### config.mk
export PLATFORM = sky130hd
export DESIGN_NAME = amiga_clken_gen
export DESIGN_NICKNAME = d
export VERILOG_FILES = /design/src/rtl/amiga_clk_pkg.sv /design/src/rtl/amiga_clken_chan.sv /design/src/rtl/amiga_clken_gen.sv
export SDC_FILE = /design/constraint.sdc
export NUM_CORES = 1
export LEC_CHECK = 0
export BUFFER_PORTS_ARGS = -buffer_cell sky130_fd_sc_hd__buf_2
export CORE_MARGIN = 2
export CORE_UTILIZATION = 55
export CTS_BUF_LIST = sky130_fd_sc_hd__clkbuf_4 sky130_fd_sc_hd__clkbuf_8
export CTS_CLUSTER_DIAMETER = 60
export DETAILED_ROUTE_END_ITERATION = 8
export PLACE_DENSITY = 0.81
export REMOVE_ABC_BUFFERS = 1
export SETUP_SLACK_MARGIN = 0.15
export SLEW_MARGIN = 15
export SYNTH_ARGS = -nofsm -noshare
export SYNTH_HDL_FRONTEND = slang
export SYNTH_HIERARCHICAL = 1
export SYNTH_SLANG_ARGS = --single-unit
### constraint.sdc
create_clock -name clk -period 3 [get_ports clk]
set_input_delay 0.45 -clock clk [delete_from_list [all_inputs] [get_ports clk]]
set_output_delay 0.45 -clock clk [all_outputs]
set_load 0.01 [all_outputs]
### src/rtl/amiga_clk_pkg.sv
`default_nettype none
// ============================================================================
// Package  : amiga_clk_pkg
// Brief    : shared state encoding, defaults and helpers for amiga_clken_gen
// Revision : 1.0
// ============================================================================
package amiga_clk_pkg;

    localparam logic [2:0] C_ST_IDLE      = 3'd0;
    localparam logic [2:0] C_ST_WAIT_LOCK = 3'd1;
    localparam logic [2:0] C_ST_STABLE    = 3'd2;
    localparam logic [2:0] C_ST_ALIGN     = 3'd3;
    localparam logic [2:0] C_ST_RUN       = 3'd4;

    typedef enum logic [2:0] {
        IDLE      = C_ST_IDLE,
        WAIT_LOCK = C_ST_WAIT_LOCK,
        STABLE    = C_ST_STABLE,
        ALIGN     = C_ST_ALIGN,
        RUN       = C_ST_RUN
    } clken_state_t;

    localparam int unsigned C_DEF_DIV = 3;

    function automatic int unsigned phase_clamp(input int unsigned phase, input int unsigned div);
        return (phase < div) ? phase : div;
    endfunction

endpackage
`default_nettype wire

### src/rtl/amiga_clken_chan.sv
`default_nettype none
// ============================================================================
// Module   : amiga_clken_chan
// Brief    : one phase-programmable clock-enable channel (down-counter + decode)
// Revision : 1.0
// ============================================================================
module amiga_clken_chan
    import amiga_clk_pkg::*;
#(
    parameter int unsigned DIV_W   = 8,
    parameter int unsigned DEF_DIV = C_DEF_DIV
) (
    input  logic             clk,
    input  logic             rst,
    input  logic             i_run,
    input  logic             i_align,
    input  logic [DIV_W-1:0] i_pend_div,
    input  logic [DIV_W-1:0] i_pend_phase,
    input  logic [DIV_W-1:0] i_tc_div,
    output logic             o_ce,
    output logic             o_ce_ph
);

    localparam logic [DIV_W-1:0] C_ONE = DIV_W'(1);
    localparam logic [DIV_W-1:0] C_DEF = DIV_W'(DEF_DIV);

    logic [DIV_W-1:0] r_cnt;
    logic [DIV_W-1:0] r_div;
    logic [DIV_W-1:0] w_half;
    logic             w_tc;

    assign w_tc    = (r_cnt == '0);
    assign w_half  = (r_div + C_ONE) >> 1;
    assign o_ce    = i_run & w_tc;
    assign o_ce_ph = i_run & ((r_div == '0) | (r_cnt == w_half));

    // The active divide only changes at terminal count, so no period is ever cut short.
    always_ff @(posedge clk) begin
        if (rst) begin
            r_cnt <= '0;
            r_div <= C_DEF;
        end else if (i_align) begin
            r_cnt <= DIV_W'(phase_clamp(32'(i_pend_phase), 32'(i_pend_div)));
            r_div <= i_pend_div;
        end else if (i_run) begin
            if (w_tc) begin
                r_cnt <= i_tc_div;
                r_div <= i_tc_div;
            end else begin
                r_cnt <= r_cnt - C_ONE;
            end
        end
    end

endmodule
`default_nettype wire

### src/rtl/amiga_clken_gen.sv
`default_nettype none
// ============================================================================
// Module   : amiga_clken_gen
// Brief    : lock-sequenced reset release and NUM_CH phased clock enables;
//            AMIGA_CLKEN_STATUS_EN adds the lock_loss_cnt status output
// Revision : 1.0
// ============================================================================
module amiga_clken_gen
    import amiga_clk_pkg::*;
#(
    parameter int unsigned NUM_CH      = 4,
    parameter int unsigned DIV_W       = 8,
    parameter int unsigned LOCK_CYCLES = 1024,
    parameter int unsigned DEF_DIV     = C_DEF_DIV
) (
    input  logic                    clk,
    input  logic                    rst,
    input  logic                    pll_locked,
    input  logic [NUM_CH*DIV_W-1:0] div_cfg,
    input  logic [NUM_CH*DIV_W-1:0] phase_cfg,
    input  logic                    cfg_load,
    output logic [NUM_CH-1:0]       ce,
    output logic [NUM_CH-1:0]       ce_ph,
    output logic                    sys_rst,
`ifdef AMIGA_CLKEN_STATUS_EN
    output logic [7:0]              lock_loss_cnt,
`endif
    output logic                    running
);

    localparam int unsigned        C_LCW       = $clog2(LOCK_CYCLES);
    localparam logic [C_LCW-1:0]   C_LOCK_LAST = C_LCW'(LOCK_CYCLES - 1);
    localparam logic [C_LCW-1:0]   C_LOCK_ONE  = C_LCW'(1);

    clken_state_t              r_state;
    clken_state_t              w_state_nxt;
    logic [C_LCW-1:0]          r_lock_cnt;
    logic [C_LCW-1:0]          w_lock_cnt_nxt;
    logic [NUM_CH*DIV_W-1:0]   r_pend_div;
    logic [NUM_CH*DIV_W-1:0]   r_pend_phase;
    logic [NUM_CH*DIV_W-1:0]   w_tc_div;
    logic                      w_run;
    logic                      w_align;

    always_ff @(posedge clk) begin
        if (rst) begin
            r_state    <= IDLE;
            r_lock_cnt <= '0;
        end else begin
            r_state    <= w_state_nxt;
            r_lock_cnt <= w_lock_cnt_nxt;
        end
    end

    always_comb begin
        w_state_nxt    = r_state;
        w_lock_cnt_nxt = r_lock_cnt;
        case (r_state)
            IDLE: begin
                w_state_nxt    = WAIT_LOCK;
                w_lock_cnt_nxt = '0;
            end
            WAIT_LOCK: begin
                if (pll_locked) begin
                    w_state_nxt    = STABLE;
                    w_lock_cnt_nxt = C_LOCK_ONE;
                end else begin
                    w_lock_cnt_nxt = '0;
                end
            end
            STABLE: begin
                if (!pll_locked) begin
                    w_state_nxt    = WAIT_LOCK;
                    w_lock_cnt_nxt = '0;
                end else if (r_lock_cnt == C_LOCK_LAST) begin
                    w_state_nxt    = ALIGN;
                end else begin
                    w_lock_cnt_nxt = r_lock_cnt + C_LOCK_ONE;
                end
            end
            ALIGN: begin
                w_state_nxt = RUN;
            end
            RUN: begin
                if (!pll_locked) begin
                    w_state_nxt = WAIT_LOCK;
                end
            end
            default: begin
                w_state_nxt = IDLE;
            end
        endcase
    end

    assign w_run   = (r_state == RUN);
    assign w_align = (r_state == ALIGN);
    assign running = w_run;
    assign sys_rst = ~w_run;

    always_ff @(posedge clk) begin
        if (rst) begin
            r_pend_div   <= {NUM_CH{DIV_W'(DEF_DIV)}};
            r_pend_phase <= '0;
        end else if (cfg_load) begin
            r_pend_div   <= div_cfg;
            r_pend_phase <= phase_cfg;
        end
    end

    // A strobe landing on a terminal count feeds the reload directly.
    assign w_tc_div = cfg_load ? div_cfg : r_pend_div;

    generate
        for (genvar i = 0; i < int'(NUM_CH); i++) begin : g_chan
            amiga_clken_chan #(
                .DIV_W   (DIV_W),
                .DEF_DIV (DEF_DIV)
            ) u_chan (
                .clk          (clk),
                .rst          (rst),
                .i_run        (w_run),
                .i_align      (w_align),
                .i_pend_div   (r_pend_div[i*DIV_W +: DIV_W]),
                .i_pend_phase (r_pend_phase[i*DIV_W +: DIV_W]),
                .i_tc_div     (w_tc_div[i*DIV_W +: DIV_W]),
                .o_ce         (ce[i]),
                .o_ce_ph      (ce_ph[i])
            );
        end
    endgenerate

`ifdef AMIGA_CLKEN_STATUS_EN
    logic [7:0] r_loss_cnt;
    logic       w_lost;

    assign w_lost        = ~pll_locked & ((r_state == RUN) | (r_state == STABLE));
    assign lock_loss_cnt = r_loss_cnt;

    always_ff @(posedge clk) begin
        if (rst) begin
            r_loss_cnt <= '0;
        end else if (w_lost && (r_loss_cnt != 8'hFF)) begin
            r_loss_cnt <= r_loss_cnt + 8'd1;
        end
    end
`endif

endmodule
`default_nettype wire

Word-level counts from Yosys, hierarchy flattened. Cells that the tools add are included.

$add $sub $neg: 9. Magnitude comparators: 4. Equality and inequality tests: 13. Muxes and demuxes: 38. Bitwise gates (word level): 13. Reductions and logical operators: 21.

Operator list (number): 8-bit two-way mux (28); 8-bit zero test (8); 8-bit by 1-bit adder with 8-bit output, second input constant (4); 8-bit by 7-bit equality test with 1-bit output (4); 8-bit < comparator (4); 32-bit two-way mux (1); 8-bit by 1-bit subtractor with 8-bit output, second input constant (4); 10-bit case mux with 3 select lines (1); 10-bit two-way mux (2); 3-bit case mux with 5 select lines (1); 3-bit two-way mux (4); 10-bit by 1-bit adder with 10-bit output, second input constant (1); 10-bit equality test, second input constant (1); 2-bit AND reduction (5); 2-bit nonzero test (5); 1-bit AND (8); 3-bit by 2-bit equality test with 1-bit output, second input constant (2); 3-bit inequality test, second input constant (2); 2-bit inequality test, second input constant (2); 1-bit OR (4); 3-bit by 1-bit equality test with 1-bit output, second input constant (1); 3-bit equality test, second input constant (1); 3-bit zero test (1); 3-bit AND reduction (1); other kinds (3) (3).

Bits in registers: 141. Input bits: 68. Output and inout port bits: 10. Word-level logic and storage cells: 110.

Logic depth before layout (Yosys ltp). Gate-level depths: netlist (run 1).

Word-level depth: 4. Mapped depth: 8. Depth with buffers taken out: 7.

By module. The synthesis (run 1) kept the hierarchy.

Modules (own cells, without submodules): amiga_clken_chan (instances 4, cells each 186, area each 1458.9 um2, sequential area each 320.3 um2); amiga_clken_gen (instances 1, cells each 289, area each 3052.9 um2, sequential area each 1541.5 um2).

Worst setup path before layout (run 1). OpenSTA, ideal clock, no wires.

Kind: register to output. From: reg r_state[2]. To: out ce_ph[0]. Data arrival time: 1947 ps. Required time: 2550 ps. Slack: 603 ps. Stages on the path, launching flop included: 9. Buffers on the path: 1. Path through: dfxtp_1 inv_1 or3_1 inv_1 buf_2 inv_1 nor4_1 o211ai_1 o21ai_1.

Word-level cells in the longest chain between the ends: 2.

Ends and longest elaborated chain: start, declared (line amiga_clken_gen.sv:35) `clken_state_t r_state;`; start signal, assigned (line amiga_clken_gen.sv:50) `r_state <= w_state_nxt;`; 3-bit equality test (line amiga_clken_gen.sv:95) `assign w_run = (r_state == RUN);`; named net running (line amiga_clken_gen.sv:28) `output logic running`; 1-bit AND (line amiga_clken_chan.sv:35) `assign o_ce_ph = i_run & ((r_div == '0) | (r_cnt == w_half));`; end, declared (line amiga_clken_gen.sv:23) `output logic [NUM_CH-1:0] ce_ph,`.

The timed path passes the listed nets, and every way through them passes these cells.

Worst setup path in the final report (run 1).
From: reg r_state[2]. To: out ce_ph[0].

Word-level cells in the longest chain between the ends: 2.

Ends and longest elaborated chain (line): 3-bit equality test (amiga_clken_gen.sv:95); 1-bit AND (amiga_clken_chan.sv:35).

Every way passes these cells.

==> flow_summary_export.csv, run 1 <==
group,metric,value,unit
status,status,"complete, no violations",
route,first_pass_iters,6,
cells_and_area,areaGrowthSynthToFinish,11.51,%
min_path,whs_path_depth,3,
cells_and_area,fin_util,62.62,%
place,gp_congestion,0.9278,
place,dp_hpwl,15410,um
worst_setup_path,crit_path_end_kind,"output port",
synthesis,synth-simple-area-share,21.64,%
synthesis,syn_inst,1033,
clocking,cts.path.max_buffers,2,
min_path,worstHoldPathType,"input port to register",
route,wl,21580,um
timing,relSlewSlack,63.91,%
global_route,grt_max_degree,77,
clocking,clk_latency,440,ps
timing,tightest_slew,541.3,ps
synthesis,synth.ff_latch_count,141,
timing,fin_crit,2798,ps
clocking,cts_buffers,17,
route,vias,8006,
cells_and_area,instances_no_fill,1330,
cells_and_area,fillers,1368,
synthesis,synth_edf_count,0,
synthesis,yosys.area_share.xor_xnor,3.941,%
synthesis,synth_top_family_by_area,"simple AND/OR/NAND/NOR gates",
die,die_h,131.1,um
route,drc_errors,0,
die,die_w,131.1,um
worst_setup_path,start_kind,"register",
clocking,cts_tree,"done",
timing,drv_slew,0,
clocking,clkTransAtPathRegs,80,ps
route,wl_per_cell,16.23,um
cells_and_area,register_area,2824,um2
synthesis,synthArstFlopShare,0,%
cells_and_area,drive_gt1_share,17.86,%
route,drt_iter0_drc,773,
timing,max_freq,0.3573,GHz
clocking,cts.sink_count,141,
timing,hold_viol,0,
timing,whs,239.1,ps
global_route,grt_overflow,0,
power_and_ir_drop,vdd_drop_max,0.5548,mV
global_route,antenna_found_initial,0,
synthesis,syn_avg_cell_area,8.605,um2
die,rows,46,
synthesis,synthAdderAreaFrac,6.334,%
worst_setup_path,worstSetupPathType,"register to output port",
power_and_ir_drop,leakagePower,4.462,nW
place,dp_cells,1291,
die,io_pins,78,
route,final_antenna_net_count,0,
worst_setup_path,r2r_cells,7,
clocking,cts_hold_buffers,0,
flow_run,drv_cap,0,
global_route,first_global_vias,7311,
timing,setup_slack,201.5,ps
timing,rsz0062_at_grt,"true",
global_route,grt_use_total,24.66,%
cells_and_area,antenna_cells,0,
die,core_area,15830,um2
power_and_ir_drop,power.density,445.2,nW/um2
synthesis,synthTopCellsByArea,"dfxtp_1 32%, mux2i_1 7.3%, ha_1 6.3%",
synthesis,yosys_warnings,6,
synthesis,syn-cell-area,8889,um2
clocking,htree_levels,4,
place,place_ws,405.7,ps
timing,finClkSkew,11.11,ps
global_route,grt_pass1_wl,35600,um
place,port_buffers,77,
synthesis,synthMuxAreaShare,11.88,%
synthesis,synth.distinct_cells,54,
synthesis,synth_seq_area_share,31.76,%
synthesis,yosys.area.top_type,"dfxtp_1",
synthesis,synthFlopType,"dfxtp_1",
route,vias_per_cell,6.020,
die,floorplan.initialDensity,56.16,%
timing,finalSetupViolations,0,
timing,period_share,93.28,%
synthesis,synth_top_area_share,31.76,%
worst_setup_path,critPathMaxFanout,8,
cells_and_area,nNetsFinal,1217,
worst_setup_path,arrival,2350,ps
cells_and_area,multi_input_area,5604,um2
worst_setup_path,cp.required,2550,ps
synthesis,synth_compound_area_share,18.92,%
die,dieArea,17190,um2
clocking,clockRootBuffer,"clkbuf_8",
## cell usage in the layout (no fill, tap or decap), types with 8 or more instances in the layout
cell / n
a221oi_1: 8
nor2_1: 95
a21oi_1: 36
a211oi_1: 48
clkbuf_8: 17
o211ai_1: 8
and3_1: 31
and4_1: 8
xnor2_1: 24
nor2b_1: 32
nand3_1: 34
and2_1: 8
o32ai_1: 8
a211o_1: 15
o22ai_1: 16
nand4_1: 22
a21o_1: 17
buf_2: 75
o21a_1: 14
inv_1: 61
o311a_1: 8
ha_1: 45
o21ai_1: 8
nor3_1: 10
nand2_1: 44
xor2_1: 16
mux2i_1: 65
buf_4: 19
or3_1: 12
o21ai_0: 17
a31oi_1: 12
nand2b_1: 13
or2_2: 12
mux2_2: 36
dfxtp_1: 140
## power by group
group	total, mW	switching, mW	internal, mW
registers	2.06	0.104	1.96
logic	0.897	0.494	0.403
clock network	1.45	0.698	0.756
total	4.41	1.30	3.12
## worst max-delay path: stages (launching register included)
cell        delay (ps)
dfxtp_2            360
inv_1               90
or3_4              440
clkinv_8           110
clkinvlp_4         120
nor4_2             270
o211ai_1           130
o21ai_1            220
buf_2              170
## cells in the mapped netlist (13+ instances only)
master      n
dfxtp_1   141
nor2b_1    32
nor2_1     95
nand4_1    22
nand3_1    34
a211oi_1   48
a211o_1    15
o21a_1     14
ha_1       45
o21ai_0    17
xor2_1     16
or3_1      13
a21oi_1    36
o22ai_1    16
a21o_1     17
clkbuf_1   22
nand2b_1   13
nand2_1    44
mux2i_1    65
and3_1     32
xnor2_1    24
inv_1      66
mux2_2     36
## metal layers
layer,wire [um],GRT usage [%]
met2,9893,38.95
met5,0,0
met3,1048,4.861
met4,537,8.635
met1,10100,33.69
## stage by stage
step	setup TNS [ps]	area, um2	power, mW
6_report	0	9912	4.413
5_1_grt	0	9912	4.627
4_1_cts	0	9817	4.417
3_5_place_dp	0	9419	2.971
3_3_place_gp	0	9419	2.954
2_1_floorplan	-2215	8645	2.692
## worst paths after layout
check / endpoint / from / slack, ps
worst max-delay path: ce_ph[0] / r_state[2] / 200
worst min-delay path: r_pend_phase[21] / phase_cfg[21] / 240
worst min register to register: r_lock_cnt[1] / r_lock_cnt[1] / 500
worst max register to register: g_chan[2].u_chan/r_cnt[5] / r_pend_div[18] / 660
## registers in the layout (all words and copies together), names as in the netlist
name / flops
r_pend_phase: 32
r_pend_div: 32
g_chan.u_chan/r_div: 32
g_chan.u_chan/r_cnt: 32
r_state: 3
r_lock_cnt: 10
## cells by family after synthesis
group / Yosys count
multiplexers: 101
XOR/XNOR: 40
adder cells (fa/ha/maj): 45
buffers and inverters: 111
AND/OR/NAND/NOR: 356
AO/OA/AOI/OAI: 239
flip-flops: 141
## layout make-up
class                      instances  area share [%]
clock buffer                      21           2.663
clock inverter                     8          0.9720
inverter                          66           2.777
multi-input combinational        781           56.54
sequential                       141           28.49
tap                              216           2.727
timing repair buffer              97           5.832
## timing repair
action | in CTS | in global routing
cloned | 0 | 0
endpoints found under the setup margin | 4 | 8
pin swaps | 1 | 1
setup buffers | 3 | 7
resized for setup | 3 | 14
Power figures use the tool's default switching activity.
==> inputs of run 2 (changes only) <==
==> constraint.sdc (replaced) <==
create_clock -name clk -period 3.5 [get_ports clk]
set_input_delay 0.525 -clock clk [delete_from_list [all_inputs] [get_ports clk]]
set_output_delay 0.525 -clock clk [all_outputs]
set_load 0.01 [all_outputs]
==> run 2 against run 1 <==
- via count decreased by 0.60%
- worst setup slack gained 190 ps
- register-to-register slack improved by 450 ps
- clock skew increased by 2.0 ps
- clock power fell by 19%
- routed wire length grew 2.4%
==> flow_summary_export.csv, run 2 (same netlist as run 1, synthesis figures left out) <==
group,metric,value,unit
worst_setup_path,crit_path_end_kind,"output port",
worst_setup_path,slowest_delay,400,ps
worst_setup_path,cpLargestDelayFamily,"simple AND/OR/NAND/NOR gates",
timing,setup_tns,0,ps
timing,finClkSkew,13.14,ps
status,status,"complete, no violations",
route,final_antenna_net_count,0,
cells_and_area,areaGrowthSynthToFinish,9.530,%
clocking,clockRootBuffer,"clkbuf_8",
clocking,clkTransAtPathRegs,80,ps
clocking,clk_latency,450,ps
clocking,htree_levels,4,
route,vias_per_cell,6.015,
worst_setup_path,critPathMaxFanout,16,
cells_and_area,final_common_cell,"dfxtp_1",
cells_and_area,nNetsFinal,1207,
timing,hold_viol,0,
die,io_pins,78,
die,core_area,15830,um2
clocking,cts.path.max_buffers,2,
global_route,first_global_vias,7555,
die,die_w,131.1,um
flow_run,drv_cap,0,
route,first_pass_iters,5,
clocking,cts_hold_buffers,0,
worst_setup_path,path_buf_inv,4,
cells_and_area,instances_no_fill,1323,
route,wl_per_cell,16.71,um
power_and_ir_drop,leakagePower,4.384,nW
power_and_ir_drop,power.density,380.1,nW/um2
route,drt_iter0_drc,598,
worst_setup_path,slowest_stage,"or3_1",
clocking,cts_buffers,17,
global_route,grt_use_total,26.08,%
worst_setup_path,worstSetupPathType,"register to output port",
cells_and_area,antenna_cells,0,
place,dp_cells,1291,
global_route,antenna_found_initial,0,
global_route,grt_overflow,0,
die,die_h,131.1,um
timing,fin_crit,3111,ps
route,drc_errors,0,
power_and_ir_drop,vdd_drop_max,0.2787,mV
place,port_buffers,77,
cells_and_area,drive_gt1_share,16.17,%
global_route,grt_max_degree,74,
route,vias,7958,
timing,finalSetupViolations,0,
min_path,worstHoldPathType,"input port to register",
timing,relSlewSlack,60.10,%
place,dp_hpwl,15850,um
die,rows,46,
clocking,cts.sink_count,141,
global_route,grt_pass1_wl,37240,um
worst_setup_path,cp.required,2970,ps
timing,tightest_slew,598.5,ps
timing,max_freq,0.3214,GHz
worst_setup_path,start_kind,"register",
worst_setup_path,path_cells,"inv_1 -> or3_1 -> clkinv_2 -> inv_1 -> nor4_1 -> o211ai_1 -> o21ai_1 -> buf_2",
timing,period_share,88.89,%
worst_setup_path,cpMostUsedCell,"inv_1",
worst_setup_path,arrival,2590,ps
place,gp_congestion,0.9282,
cells_and_area,layout_common_cells,"141 x dfxtp_1, 95 x nor2_1, 75 x buf_2, 65 x inv_1, 65 x mux2i_1",
route,wl,22110,um
timing,rsz0062_at_grt,"false",
clocking,cts_tree,"done",
timing,drv_slew,0,
die,dieArea,17190,um2
die,floorplan.initialDensity,56.16,%
-- run 2: changes by cell type in the layout (fill, tap and decap cells not counted), sizes merged --
cell      before  now
buf           97   87
inv           61   66
bufinv         2    0
clkinv         6    8
clkinvlp       5    3
-- run 2: metrics by stage --
stage | util [%] | hold WS (ps) | instance area [um2] | setup slack, ps | power [mW]
finish | 61.51 | 305.7 | 9736 | 388.7 | 3.700
global route | 61.51 | 292.9 | 9736 | 196.5 | 3.884
CTS | 61.50 | 279.8 | 9734 | 294.1 | 3.716
detailed placement | 59.35 | 482.1 | 9394 | 799.1 | 2.551
global placement | 59.35 | 465.2 | 9394 | 826.4 | 2.531
floorplan | - | 450.5 | 8645 | 21.81 | 2.307
-- run 2: what timing repair did --
action | 4_1_cts | 5_1_grt
resized for setup | 0 | 1
hold endpoints to repair | 0 | 0
endpoints found under the setup margin | 0 | 4
buffers inserted | 0 | 0
-- run 2: area by class of cell --
class                      instances  area (um2)
tap                              216       270.3
multi-input combinational        781        5575
fill                            1364        6092
clock inverter                    11       70.07
inverter                          66       249.0
clock buffer                      21       270.3
sequential                       141        2823
timing repair buffer              87       478.0
-- run 2: power by group --
part	internal, mW	leakage, nW	switching [mW]
clock network	0.526	0.176	0.641
registers	1.68	1.15	0.0882
logic	0.338	3.06	0.430
-- run 2: path summary, 6_finish.rpt --
| kind | endpoint | start | depth (start not counted) | slack (ps) |
|---|---|---|---|---|
| worst max-delay path | ce_ph[1] | r_state[2] | 8 | 390 |
| worst min-delay path | r_pend_phase[21] | phase_cfg[21] | 3 | 310 |
| worst max register to register | g_chan[2].u_chan/r_cnt[5] | r_pend_div[18] | 7 | 1110 |
| worst min register to register | r_lock_cnt[1] | r_lock_cnt[1] | 2 | 490 |
-- run 2: layer usage --
metal	up-vias	part of all wire, %	global-route usage (%)
met1	3754	46	35.18
met4	0	1.9	8.092
met2	259	47	42.22
li1	3915	-	-
met5	-	0	0
met3	30	5.7	5.208
-- run 2: worst reg2reg max path, cell delays in order, from the launching register on --
cell and delay [ps]:
dfxtp_1 350, inv_1 60, ha_1 310, a211o_1 290
a31oi_1 290, o311a_1 540, o21ai_0 180, a221oi_1 280
==> inputs of run 3 (changes only) <==
--- a/config.mk
+++ b/config.mk
@@ -12,7 +12,6 @@
 export CTS_CLUSTER_DIAMETER = 60
 export DETAILED_ROUTE_END_ITERATION = 8
 export PLACE_DENSITY = 0.81
-export REMOVE_ABC_BUFFERS = 1
 export SETUP_SLACK_MARGIN = 0.15
 export SLEW_MARGIN = 15
 export SYNTH_ARGS = -nofsm -noshare
==> run 3 against run 2 <==
- core utilization is essentially flat
- first-iteration DRC count grew 39%
- worst hold slack gained 6.7 ps
- largest cell class unchanged
==> flow_summary_export.csv, run 3 (same netlist as run 1, synthesis figures left out) <==
group,metric,value,unit
die,die_h,131.1,um
timing,finClkSkew,9.572,ps
route,drc_errors,0,
worst_setup_path,critPathMaxFanout,15,
global_route,grt_max_degree,73,
cells_and_area,drive_gt1_share,16.09,%
power_and_ir_drop,leakagePower,4.392,nW
die,floorplan.initialDensity,56.16,%
route,vias,7968,
worst_setup_path,worstSetupPathType,"register to output port",
die,dieArea,17190,um2
clocking,clk_latency,450,ps
die,io_pins,78,
global_route,first_global_vias,7578,
place,port_buffers,77,
global_route,grt_use_total,25.51,%
route,wl,22130,um
clocking,post_cts.repair.setup_buffers,0,
cells_and_area,layout_common_cells,"141 x dfxtp_1, 95 x nor2_1, 75 x buf_2, 65 x inv_1, 65 x mux2i_1",
clocking,clockRootBuffer,"clkbuf_8",
worst_setup_path,arrival,2610,ps
timing,finalSetupViolations,0,
clocking,htree_levels,4,
place,dp_hpwl,16020,um
global_route,antenna_found_initial,1,
global_route,grt_pass1_wl,36680,um
worst_setup_path,crit_path_end_kind,"output port",
timing,fin_crit,3130,ps
die,die_w,131.1,um
cells_and_area,final_common_cell,"dfxtp_1",
cells_and_area,fillers,1367,
cells_and_area,fin_area,9737,um2
die,core_area,15830,um2
cells_and_area,multi_input_area,5575,um2
clocking,cts.sink_count,141,
worst_setup_path,worst-r2r-setup-slack,1090,ps
power_and_ir_drop,vdd_drop_max,0.2766,mV
timing,tightest_slew,752.2,ps
clocking,cts_resized,0,
clocking,cts_buffers,17,
clocking,clkTransAtPathRegs,80,ps
route,final_antenna_net_count,0,
route,vias_per_cell,6.027,
clocking,cts_tree,"done",
timing,setup_tns,0,ps
global_route,grt_overflow,0,
worst_setup_path,cpMostUsedCell,"inv_1",
synthesis,syn-num-nets,1146,
worst_setup_path,slowest_stage,"or3_1",
worst_setup_path,path_cells,"inv_1 -> or3_1 -> inv_2 -> inv_1 -> nor4_1 -> o211ai_1 -> o21ai_1 -> buf_2",
power_and_ir_drop,power.density,382.1,nW/um2
place,gp_congestion,0.9288,
timing,drv_slew,0,
timing,max_freq,0.3194,GHz
min_path,worstHoldPathType,"input port to register",
cells_and_area,antenna_cells,0,
place,dp_cells,1292,
cells_and_area,nNetsFinal,1208,
route,wl_per_cell,16.74,um
clocking,cts.path.max_buffers,2,
clocking,cts_hold_buffers,0,
timing,period_share,89.44,%
place,postPlaceCellArea,9389,um2
flow_run,drv_cap,0,
route,first_pass_iters,8,
die,rows,46,
cells_and_area,instances_no_fill,1322,
worst_setup_path,slowest_delay,410,ps
worst_setup_path,start_kind,"register",
status,status,"complete, no violations",
cells_and_area,register_area,2823,um2
timing,rsz0062_at_grt,"false",
worst_setup_path,cp.required,2970,ps
cells_and_area,areaGrowthSynthToFinish,9.544,%
timing,relSlewSlack,49.85,%
timing,whs,312.4,ps
route,drt_iter0_drc,831,
timing,hold_viol,0,
==> run 3: final cells by class <==
type                    instances  share of cell area [%]
clock buffers                  22                   2.853
clock inverters                 8                  0.7196
inverters                      66                   2.544
multi-input cells             781                   57.26
flip-flops and latches        141                   28.99
well taps                     216                   2.776
repair buffers                 88                   4.857
==> run 3: final timing paths <==
check                                    start                        end  cells past startpoint
worst max-delay path                r_state[2]                   ce_ph[0]                      8
worst min-delay path              phase_cfg[6]            r_pend_phase[6]                      3
worst max register to register  r_pend_div[10]  g_chan[1].u_chan/r_cnt[5]                      7
worst min register to register   r_lock_cnt[1]              r_lock_cnt[1]                      2
==> run 3: routing by layer <==
layer,vias to the layer above,GRT usage (%),routed length (um)
li1,3912,-,-
met1,3765,34.31,10280
met2,254,40.99,10220
met3,35,5.941,1301
met4,2,7.488,323
met5,-,0,13
==> run 3: power by group <==
| group | total [mW] | internal, mW | switching, mW |
|---|---|---|---|
| clock | 1.19 | 0.596 | 0.597 |
| sequential | 1.77 | 1.68 | 0.0893 |
| combinational | 0.759 | 0.336 | 0.422 |
| total | 3.72 | 2.61 | 1.11 |
==> run 3: worst max-delay path: cells and delay by family, from the launching register on <==
family | cells | cell delay (ps)
AND/OR/NAND/NOR | 2 | 750
buffers and inverters | 4 | 690
flip-flops | 1 | 390
AO/OA/AOI/OAI | 2 | 340
==> run 3: metrics by stage <==
stage / util (%) / worst slack, ps / power, mW
2_1_floorplan: - / 1028 / 2.375
3_3_place_gp: 59.32 / 944.2 / 2.528
3_5_place_dp: 59.32 / 874.4 / 2.546
4_1_cts: 61.52 / 383.0 / 3.730
5_1_grt: 61.52 / 205.7 / 3.895
6_report: 61.52 / 369.6 / 3.720
